$ cat src/rtl/vend_ctrl.sv
// vend_ctrl -- multi-product vending controller.
//
// Accepts coins, product selections, cancel requests and restock commands,
// tracks credit and per-item stock, and drives the dispenser and change
// hopper with single-cycle pulses. Every output is a register.
//
// Ports:
//   clk, reset                 clock, synchronous active-high reset
//   coin_valid, coin_value     coin acceptor event and value
//   sel_valid, sel_item        keypad selection strobe and product index
//   cancel                     refund request
//   restock_valid/_item/_qty   add restock_qty units to restock_item
//   credit                     current credit
//   dispense_valid/_item       one-cycle dispense pulse and product
//   change_valid/_amount       one-cycle change pulse and value
//   coin_reject                one-cycle pulse, coin returned
//   err_funds, err_stock       one-cycle selection error pulses
//   stock_empty                bit i set when product i has no stock
//   busy                       controller is in VEND or CHANGE
module vend_ctrl #(
   parameter int N_ITEMS = 4,
   parameter int CW = 7,
   parameter logic [N_ITEMS*CW-1:0] PRICES = {7'd25, 7'd20, 7'd15, 7'd10},
   parameter int STOCK_W = 4,
   parameter int MAX_CREDIT = 100,
   localparam int SW = (N_ITEMS > 1) ? $clog2(N_ITEMS) : 1
) (
   input  logic               clk,
   input  logic               reset,
   input  logic               coin_valid,
   input  logic [CW-1:0]      coin_value,
   input  logic               sel_valid,
   input  logic [SW-1:0]      sel_item,
   input  logic               cancel,
   input  logic               restock_valid,
   input  logic [SW-1:0]      restock_item,
   input  logic [STOCK_W-1:0] restock_qty,
   output logic [CW-1:0]      credit,
   output logic               dispense_valid,
   output logic [SW-1:0]      dispense_item,
   output logic               change_valid,
   output logic [CW-1:0]      change_amount,
   output logic               coin_reject,
   output logic               err_funds,
   output logic               err_stock,
   output logic [N_ITEMS-1:0] stock_empty,
   output logic               busy
);

   typedef enum logic [1:0] {IDLE, CREDIT, VEND, CHANGE} state_t;

   localparam logic [STOCK_W-1:0] STOCK_MAX = {STOCK_W{1'b1}};

   state_t              state, state_n;
   logic [CW-1:0]       credit_n, change_n;
   logic [SW-1:0]       disp_item_n;
   logic                disp_n, chg_n, rej_n, efunds_n, estock_n, busy_n;
   logic                dec_en;
   logic [STOCK_W-1:0]  stock   [N_ITEMS];
   logic [STOCK_W-1:0]  stock_n [N_ITEMS];
   logic [N_ITEMS-1:0]  empty_n;

   logic                sel_hit;
   logic [STOCK_W-1:0]  sel_stock;
   logic [CW-1:0]       sel_price;
   logic [CW:0]         coin_sum;
   logic                coin_live;

   // stock + qty - dec, clamped to the counter maximum. dec is only set
   // when the stock is nonzero, so the subtraction cannot underflow.
   function automatic logic [STOCK_W-1:0] sat_stock(
      input logic [STOCK_W-1:0] s,
      input logic [STOCK_W-1:0] q,
      input logic               dec
   );
      logic [STOCK_W:0] t;
      t = {1'b0, s} + {1'b0, q} - (STOCK_W+1)'(dec);
      if (t > {1'b0, STOCK_MAX})
         return STOCK_MAX;
      return t[STOCK_W-1:0];
   endfunction

   // Table lookup by matching against every valid index, so an out-of-range
   // selection never indexes past the stock array or price table.
   always_comb begin
      sel_hit   = 1'b0;
      sel_stock = '0;
      sel_price = '0;
      for (int i = 0; i < N_ITEMS; i++) begin
         if (sel_item == SW'(i)) begin
            sel_hit   = 1'b1;
            sel_stock = stock[i];
            sel_price = PRICES[i*CW +: CW];
         end
      end
   end

   // One extra bit so a large coin cannot wrap around the ceiling check.
   assign coin_sum  = {1'b0, credit} + {1'b0, coin_value};
   assign coin_live = coin_valid && (coin_value != '0);

   always_comb begin
      state_n     = state;
      credit_n    = credit;
      change_n    = change_amount;
      disp_item_n = dispense_item;
      disp_n      = 1'b0;
      chg_n       = 1'b0;
      rej_n       = 1'b0;
      efunds_n    = 1'b0;
      estock_n    = 1'b0;
      dec_en      = 1'b0;
      case (state)
         IDLE, CREDIT: begin
            if (cancel) begin
               // A cancel owns the cycle even with zero credit.
               rej_n = coin_live;
               if (credit != '0) begin
                  change_n = credit;
                  credit_n = '0;
                  chg_n    = 1'b1;
                  state_n  = CHANGE;
               end
            end else if (sel_valid) begin
               rej_n = coin_live;
               if (!sel_hit || sel_stock == '0) begin
                  estock_n = 1'b1;
               end else if (credit < sel_price) begin
                  efunds_n = 1'b1;
               end else begin
                  credit_n    = credit - sel_price;
                  dec_en      = 1'b1;
                  disp_item_n = sel_item;
                  disp_n      = 1'b1;
                  state_n     = VEND;
               end
            end else if (coin_live) begin
               if (coin_sum <= (CW+1)'(MAX_CREDIT)) begin
                  credit_n = coin_sum[CW-1:0];
                  state_n  = CREDIT;
               end else begin
                  rej_n = 1'b1;
               end
            end
         end
         VEND: begin
            change_n = credit;
            credit_n = '0;
            chg_n    = (credit != '0);
            rej_n    = coin_live;
            state_n  = CHANGE;
         end
         CHANGE: begin
            rej_n   = coin_live;
            state_n = IDLE;
         end
         default: state_n = IDLE;
      endcase
      busy_n = (state_n == VEND) || (state_n == CHANGE);
   end

   // Restock and dispense can hit the same item in one cycle; both are
   // folded into a single saturating update.
   always_comb begin
      for (int i = 0; i < N_ITEMS; i++) begin
         stock_n[i] = sat_stock(stock[i],
                                (restock_valid && restock_item == SW'(i)) ? restock_qty : '0,
                                dec_en && (sel_item == SW'(i)));
         empty_n[i] = (stock_n[i] == '0);
      end
   end

   always_ff @(posedge clk) begin
      if (reset) begin
         state          <= IDLE;
         credit         <= '0;
         change_amount  <= '0;
         dispense_item  <= '0;
         dispense_valid <= 1'b0;
         change_valid   <= 1'b0;
         coin_reject    <= 1'b0;
         err_funds      <= 1'b0;
         err_stock      <= 1'b0;
         busy           <= 1'b0;
         stock_empty    <= '1;
         for (int i = 0; i < N_ITEMS; i++)
            stock[i] <= '0;
      end else begin
         state          <= state_n;
         credit         <= credit_n;
         change_amount  <= change_n;
         dispense_item  <= disp_item_n;
         dispense_valid <= disp_n;
         change_valid   <= chg_n;
         coin_reject    <= rej_n;
         err_funds      <= efunds_n;
         err_stock      <= estock_n;
         busy           <= busy_n;
         stock_empty    <= empty_n;
         for (int i = 0; i < N_ITEMS; i++)
            stock[i] <= stock_n[i];
      end
   end

endmodule

$ cat config.mk
export PLATFORM = sky130hd
export DESIGN_NAME = vend_ctrl
export DESIGN_NICKNAME = d
export VERILOG_FILES = /design/src/rtl/vend_ctrl.sv
export SDC_FILE = /design/constraint.sdc
export NUM_CORES = 1
export LEC_CHECK = 0
export BUFFER_PORTS_ARGS = -buffer_cell sky130_fd_sc_hd__buf_2
export CAP_MARGIN = 15
export CORE_MARGIN = 4
export CORE_UTILIZATION = 35
export CTS_CLUSTER_SIZE = 40
export DETAILED_ROUTE_END_ITERATION = 8
export MAX_ROUTING_LAYER = met4
export SLEW_MARGIN = 20
export SYNTH_ARGS = -nofsm -noshare
export SYNTH_HDL_FRONTEND = slang
export SYNTH_SLANG_ARGS = --single-unit
$ cat constraint.sdc
create_clock -name clk -period 7.16 [get_ports clk]
set_input_delay 0.716 -clock clk [delete_from_list [all_inputs] [get_ports clk]]
set_output_delay 0.716 -clock clk [all_outputs]
set_load 0.005 [all_outputs]
; Word level (Yosys, flattened, before mapping)
; Memories as Yosys holds them, arrays and structs flattened.
; Index checks and enable logic that the tools add are counted.
[word_totals]
regBits = 28
ram_bits = 16
n_memories = 1
[classes]
add_sub_neg = 10
order_cmp = 6
n_eq_ne = 18
n_mux = 69
bitwise_logic = 9
reduce_logical = 30
[memory_table]
columns = memory, depth, width, rd, rd_ports_with_merged_regs, wr, line
row1 = stock, 4, 4, 4, 0, 4, 59  ; logic [STOCK_W-1:0] stock [N_ITEMS];
[op_table]
columns = cell, n
row1 = 4-bit 2-to-1 mux, 21
row2 = 7-bit 2-to-1 mux, 12
row3 = 7-bit case mux with 2 select lines, 2
row4 = 1-bit 2-to-1 mux, 24
row5 = 4-bit by 4-bit adder with 5-bit output, 4
row6 = "5-bit by 4-bit > comparator with 1-bit output, second input constant", 4
row7 = 4-bit logical NOT, 5
row8 = 5-bit by 1-bit subtractor with 5-bit output, 4
row9 = "2-bit == test, second input constant", 8
row10 = "4-bit != test, second input constant", 4
row11 = 2-bit 2-to-1 mux, 7
row12 = 7-bit nonzero test, 2
row13 = 1-bit logical AND, 9
row14 = 7-bit by 7-bit adder with 8-bit output, 1
row15 = "8-bit by 7-bit less-or-equal comparator with 1-bit output, second input constant", 1
row16 = 7-bit less-than comparator, 1
row17 = 7-bit subtractor, 1
row18 = "2-bit by 1-bit == test with 1-bit output, second input constant", 3
row19 = 2-bit logical NOT, 3
row20 = 2-bit case mux with 3 select lines, 1
row21 = 6-bit AND reduction, 1
row22 = 1-bit inverter, 5
row23 = 5-bit AND reduction, 1
row24 = 5-bit OR reduction, 1
row25 = other kinds (10), 17

; Depth between registers and ports, before layout
[logic_depth]
ltp_word = 17
ltp_mapped = 22
ltp_nobuf = 21

; Worst setup path before layout
; No wires, ideal clock.
[synth_timing]
kind = input-to-reg
startpoint = input port sel_item[0]
endpoint = register stock_empty[0]
setup_time_ns = 0.116
arrival_time_ns = 4.176
slack_ns = 2.867
path_stages = 22
path_buffers = 1
cell_sequence = inv_1 -> ha_1 -> nor2_1 -> o21ai_0 -> ha_1 -> nor2b_1 -> o2111ai_1 -> nand3_1 -> and3_1 -> clkbuf_1 -> and2_1 -> ha_1 -> inv_1 -> ha_1 -> inv_1 -> fa_1 -> inv_1 -> a21o_1 -> a21oi_1 -> xor2_1 -> and2_1 -> a41o_1
[synth_via]
elab_chain_cells = 17
[synth_rtl]
columns = item, line
row1 = "start, declared", 33  ; input logic [SW-1:0] sel_item,
row2 = 2-bit logical NOT, "90, 168"
row3 = 4-bit 2-to-1 mux / 1-bit 2-to-1 mux (equally long branches), 90  ; if (sel_item == SW'(i)) begin
row4 = "7-bit 2-to-1 mux, or another cell as far along (3 in a row)", 90
row5 = "7-bit less-than comparator, or another cell as far along", 128  ; end else if (credit < sel_price) begin
row6 = 1-bit 2-to-1 mux / 1-bit logical OR (equally long branches), "128, 126"
row7 = 1-bit 2-to-1 mux, 126  ; if (!sel_hit || sel_stock == '0) begin
row8 = 1-bit 2-to-1 mux, 124  ; end else if (sel_valid) begin
row9 = 1-bit 2-to-1 mux, 115  ; if (cancel) begin
row10 = 1-bit 2-to-1 mux, n/a
row11 = 1-bit logical AND *, 168  ; dec_en && (sel_item == SW'(i)));
row12 = 5-bit by 1-bit subtractor with 5-bit output *, 77  ; t = {1'b0, s} + {1'b0, q} - (STOCK_W+1)'(dec);
row13 = 5-bit by 4-bit > comparator with 1-bit output, 78  ; if (t > {1'b0, STOCK_MAX})
row14 = 1-bit 2-to-1 mux, 78
row15 = 4-bit 2-to-1 mux *, 80  ; return t[STOCK_W-1:0];
row16 = 4-bit logical NOT *, 169  ; empty_n[i] = (stock_n[i] == '0);
row17 = "end signal, assigned", 199  ; stock_empty <= empty_n;
row18 = "end, declared", 46  ; output logic [N_ITEMS-1:0] stock_empty,
; Mark *: on every way between the ends. The rest lies on a longest branch, timed or not.
; A chain may end at the register's enable or synchronous reset.

; Final worst setup path
[layout_timing]
startpoint = input port sel_item[0]
endpoint = register stock_empty[1]
[layout_via]
elab_chain_cells = 17
[layout_rtl]
columns = item, line
row1 = 2-bit logical NOT, 90
row2 = 4-bit 2-to-1 mux / 1-bit 2-to-1 mux (equally long branches), 90
row3 = "7-bit 2-to-1 mux, or another cell as far along (3 in a row)", 90
row4 = "7-bit less-than comparator, or another cell as far along", 128
row5 = 1-bit 2-to-1 mux / 1-bit logical OR (equally long branches), "128, 126"
row6 = 1-bit 2-to-1 mux, 126
row7 = 1-bit 2-to-1 mux, 124
row8 = 1-bit 2-to-1 mux, 115
row9 = 1-bit 2-to-1 mux, n/a
row10 = 1-bit logical AND *, 168
row11 = 5-bit by 1-bit subtractor with 5-bit output *, 77
row12 = 5-bit by 4-bit > comparator with 1-bit output, 78
row13 = 1-bit 2-to-1 mux, 78
row14 = 4-bit 2-to-1 mux *, 80
row15 = 4-bit logical NOT *, 169
; Marked as above.

==> impl_metrics.toml <==
[yosys]
avgSynthCellArea_sq_um = 8.22
syn_inst = 419
synth_cell_types = 52
synthArstFlopShare_pct = 0
synth-seq-area-share_pct = 25.6
syn-num-nets = 495
ys_seq_elements = 44
yosysWarnings = 0
netlist_area_sq_um = 3440
synth_edf_count = 0
ys.flop_type = "dfxtp_1"

[clock_network]
insertion_delay_ps = 300
cts_post_setup_buffers_inserted = 0
cts_tree = "built"
numCtsBuffers = 5
cts.sinks = 44
clk_pin_slew_ps = 90
htreeDepth = 2
cts_resized = 0
cts_buffer_depth = 2
holdBufCountCts = 0
cts_root_buffer = "clkbuf_8"

[pwr]
worst_ir_drop_vdd_mv = 0.135
power_density_nw_per_um2 = 371
total_power_mw = 1.44
power.leakage_nw = 1.94

[timing]
slew_violations = 0
setup_viol = 0
rsz0062_at_grt = "no"
fin_setup_tns_ps = 0
min_period_over_period_pct = 63.1
hold_violations = 0
worstMarginPinSlew_ps = 876
slew_headroom_pct = 41.6
period_needed_ps = 4520
whs_ps = 458
max_freq_mhz = 221
final.setup_skew_ps = 14.4

[worst_setup_path]
max_stage_delay_ps = 410
arrival_ps = 4740
worstPathRequired_ps = 7390
cp_slowest_cell = "fa_1"
crit_path_max_fanout = 6
path_cells = "buf_2, inv_1, ha_1, nor2_1, o21ai_0, ha_1, nor2b_1, o2111ai_1, nand3_1, and3_1, and2_1, ha_1, inv_1, ha_1, inv_1, fa_1, inv_1, a21o_1, a21oi_1, xor2_1, and2_1, a41o_1"
critPathTopFamily = "adder cells"
cp-end-kind = "register"
worst-path-buf-inv = 5
regToRegSetupSlack_ps = 3310
r2r-start = "credit[1]$_SDFFE_PP0P_"
start_kind = "input pin"
r2r_cells = 17
r2r-end = "stock_empty[1]$_SDFF_PP1_"
critPathKind = "in2reg"

[global_routing]
grt-ovfl-total = 0
grt.total_usage_pct = 14.7
grt_antenna_before_repair = 0
grt_pass1_vias = 2816
grt_pass1_wl_mm = 13.3
grt_max_degree = 44

[drt]
drc = 0
vias_per_cell = 4.95
drt_iter0_drc = 155
wl_per_cell_um = 13.3
routed_wl_mm = 7.85
num_vias = 2920
ant_nets = 0
first_pass_iters = 4

[die]
dieArea_sq_um = 11500
die_y_um = 107
rows = 35
die_w_um = 107
num_io_pins = 47
core-area_sq_um = 9420
initial_utilization_pct = 36.6

[job]
cap_violations = 0

[worst_hold_path]
hold_path_class = "reg2reg"
whs_path_depth = 2
min_from = "change_amount[4]$_SDFFE_PP0P_"
hold_end = "change_amount[4]$_SDFFE_PP0P_"

[run_status]
status = "completed"

[finish]
syn2layout_area_growth_pct = 12.6
final_area_sq_um = 3880
nNetsFinal = 536
antennaDiodeCount = 0
fillers = 1000
drive_above_1_share_pct = 13.0

[place]
post_dp_cell_area_sq_um = 3780
gp_congestion = 0.825
dpl.hpwl_mm = 6.36
portBuffers = 46
==> cells in the final DEF (no fill, tap or decap), drive strengths merged, types with 14 or more instances in the layout <==
cell | synthesis | layout
a21o | 14 | 14
a21oi | 34 | 34
and2 | 14 | 14
buf | 3 | 46
dfxtp | 44 | 44
ha | 49 | 49
inv | 63 | 63
nand2 | 25 | 25
nor2 | 21 | 21
o21ai | 22 | 22
xor2 | 15 | 15
==> cell families (layout without fill, tap and decap cells) <==
group                    after synthesis  in the layout  synth area share, %
adder cells (fa/ha/maj)               55             55                 21.3
buffers and inverters                 75            117                 8.43
flip-flops                            44             44                 25.6
AO/OA/AOI/OAI                        103            103                 19.3
XOR/XNOR                              17             17                 4.32
multiplexers                          10             10                 3.20
AND/OR/NAND/NOR                      115            115                 17.9
==> how the worst max path moves through the flow <==
| stage | startpoint | to | slack (ps) | cells after the start |
|---|---|---|---|---|
| 2_1_floorplan | sel_item[0] | stock_empty[0]$_SDFF_PP1_ | 2870 | 22 |
| 3_3_place_gp | sel_item[0] | stock_empty[1]$_SDFF_PP1_ | 2460 | 22 |
| 3_5_place_dp | sel_item[0] | stock_empty[1]$_SDFF_PP1_ | 2340 | 22 |
| 4_1_cts | sel_item[0] | stock_empty[1]$_SDFF_PP1_ | 2630 | 22 |
| 5_1_grt | sel_item[0] | stock_empty[1]$_SDFF_PP1_ | 2270 | 22 |
| 6_report | sel_item[0] | stock_empty[1]$_SDFF_PP1_ | 2640 | 22 |
==> synth_stat cells (all sizes together), types with 2 or more instances <==
library cell	number	share of area, %
nand3	4	0.58
nand3b	4	0.87
o21ai	22	3.2
nand4b	2	0.51
nor2	21	2.3
o31ai	2	0.44
xor2	15	3.8
fa	6	3.5
dfxtp	44	26
nand4	2	0.36
mux2	2	0.87
buf	3	0.58
o21a	3	0.65
and3	3	0.54
nand2	25	2.7
o211ai	2	0.44
nor2b	9	1.6
nand2b	6	1.1
a21oi	34	4.9
ha	49	18
a21o	14	3.1
xnor2	2	0.51
a41o	3	0.87
inv	63	6.9
clkbuf	9	0.98
nor3b	5	1.1
or2	2	0.36
nor4	2	0.36
nor3	10	1.5
and2	14	2.5
a211oi	7	1.5
a211o	6	1.5
mux2i	8	2.3
==> worst min-delay path, delay by kind of cell, from the launching register on <==
family / cells / cell delay (ps)
DFF: 1 / 320
and+or+nand+nor: 1 / 50
AOI/OAI and AO/OA: 1 / 50
==> layout make-up <==
| class | instances | area, sq um | share of cell area [%] |
|---|---|---|---|
| sequential | 44 | 881 | 22.7 |
| clock buffer | 6 | 82.6 | 2.13 |
| tap | 129 | 161 | 4.16 |
| timing repair buffer | 46 | 230 | 5.93 |
| multi-input combinational | 300 | 2270 | 58.6 |
| clock inverter | 2 | 15.0 | 0.387 |
| inverter | 63 | 236 | 6.09 |
==> layer usage <==
metal	up-vias	global-route usage [%]	routed length, um
li1	1530	-	-
met1	1335	19.7	3880
met2	50	22.9	3510
met3	5	2.83	378
met4	0	3.84	77
met5	-	-	0
==> per-stage QoR <==
stage / cells / util [%] / setup slack, ps
after floorplan: 419 / - / 2870
after global placement: 582 / 40.2 / 2460
after detailed placement: 582 / 40.2 / 2340
after CTS: 590 / 41.2 / 2630
after global routing: 590 / 41.2 / 2270
final: 590 / 41.2 / 2640
==> state kept, by name (all words and copies together) (netlist names) <==
| register | count |
|---|---|
| busy | 1 |
| change_amount | 7 |
| change_valid | 1 |
| coin_reject | 1 |
| credit | 7 |
| dispense_item | 2 |
| dispense_valid | 1 |
| err_funds | 1 |
| err_stock | 1 |
| state | 2 |
| stock | 16 |
| stock_empty | 4 |
==> power by group <==
part / internal [mW] / switching [mW] / total [mW]
sequential: 0.330 / 0.0659 / 0.396
clock: 0.0782 / 0.0900 / 0.168
combinational: 0.389 / 0.488 / 0.877
total: 0.797 / 0.644 / 1.44
No activity file was read; power rests on OpenSTA's default activity.
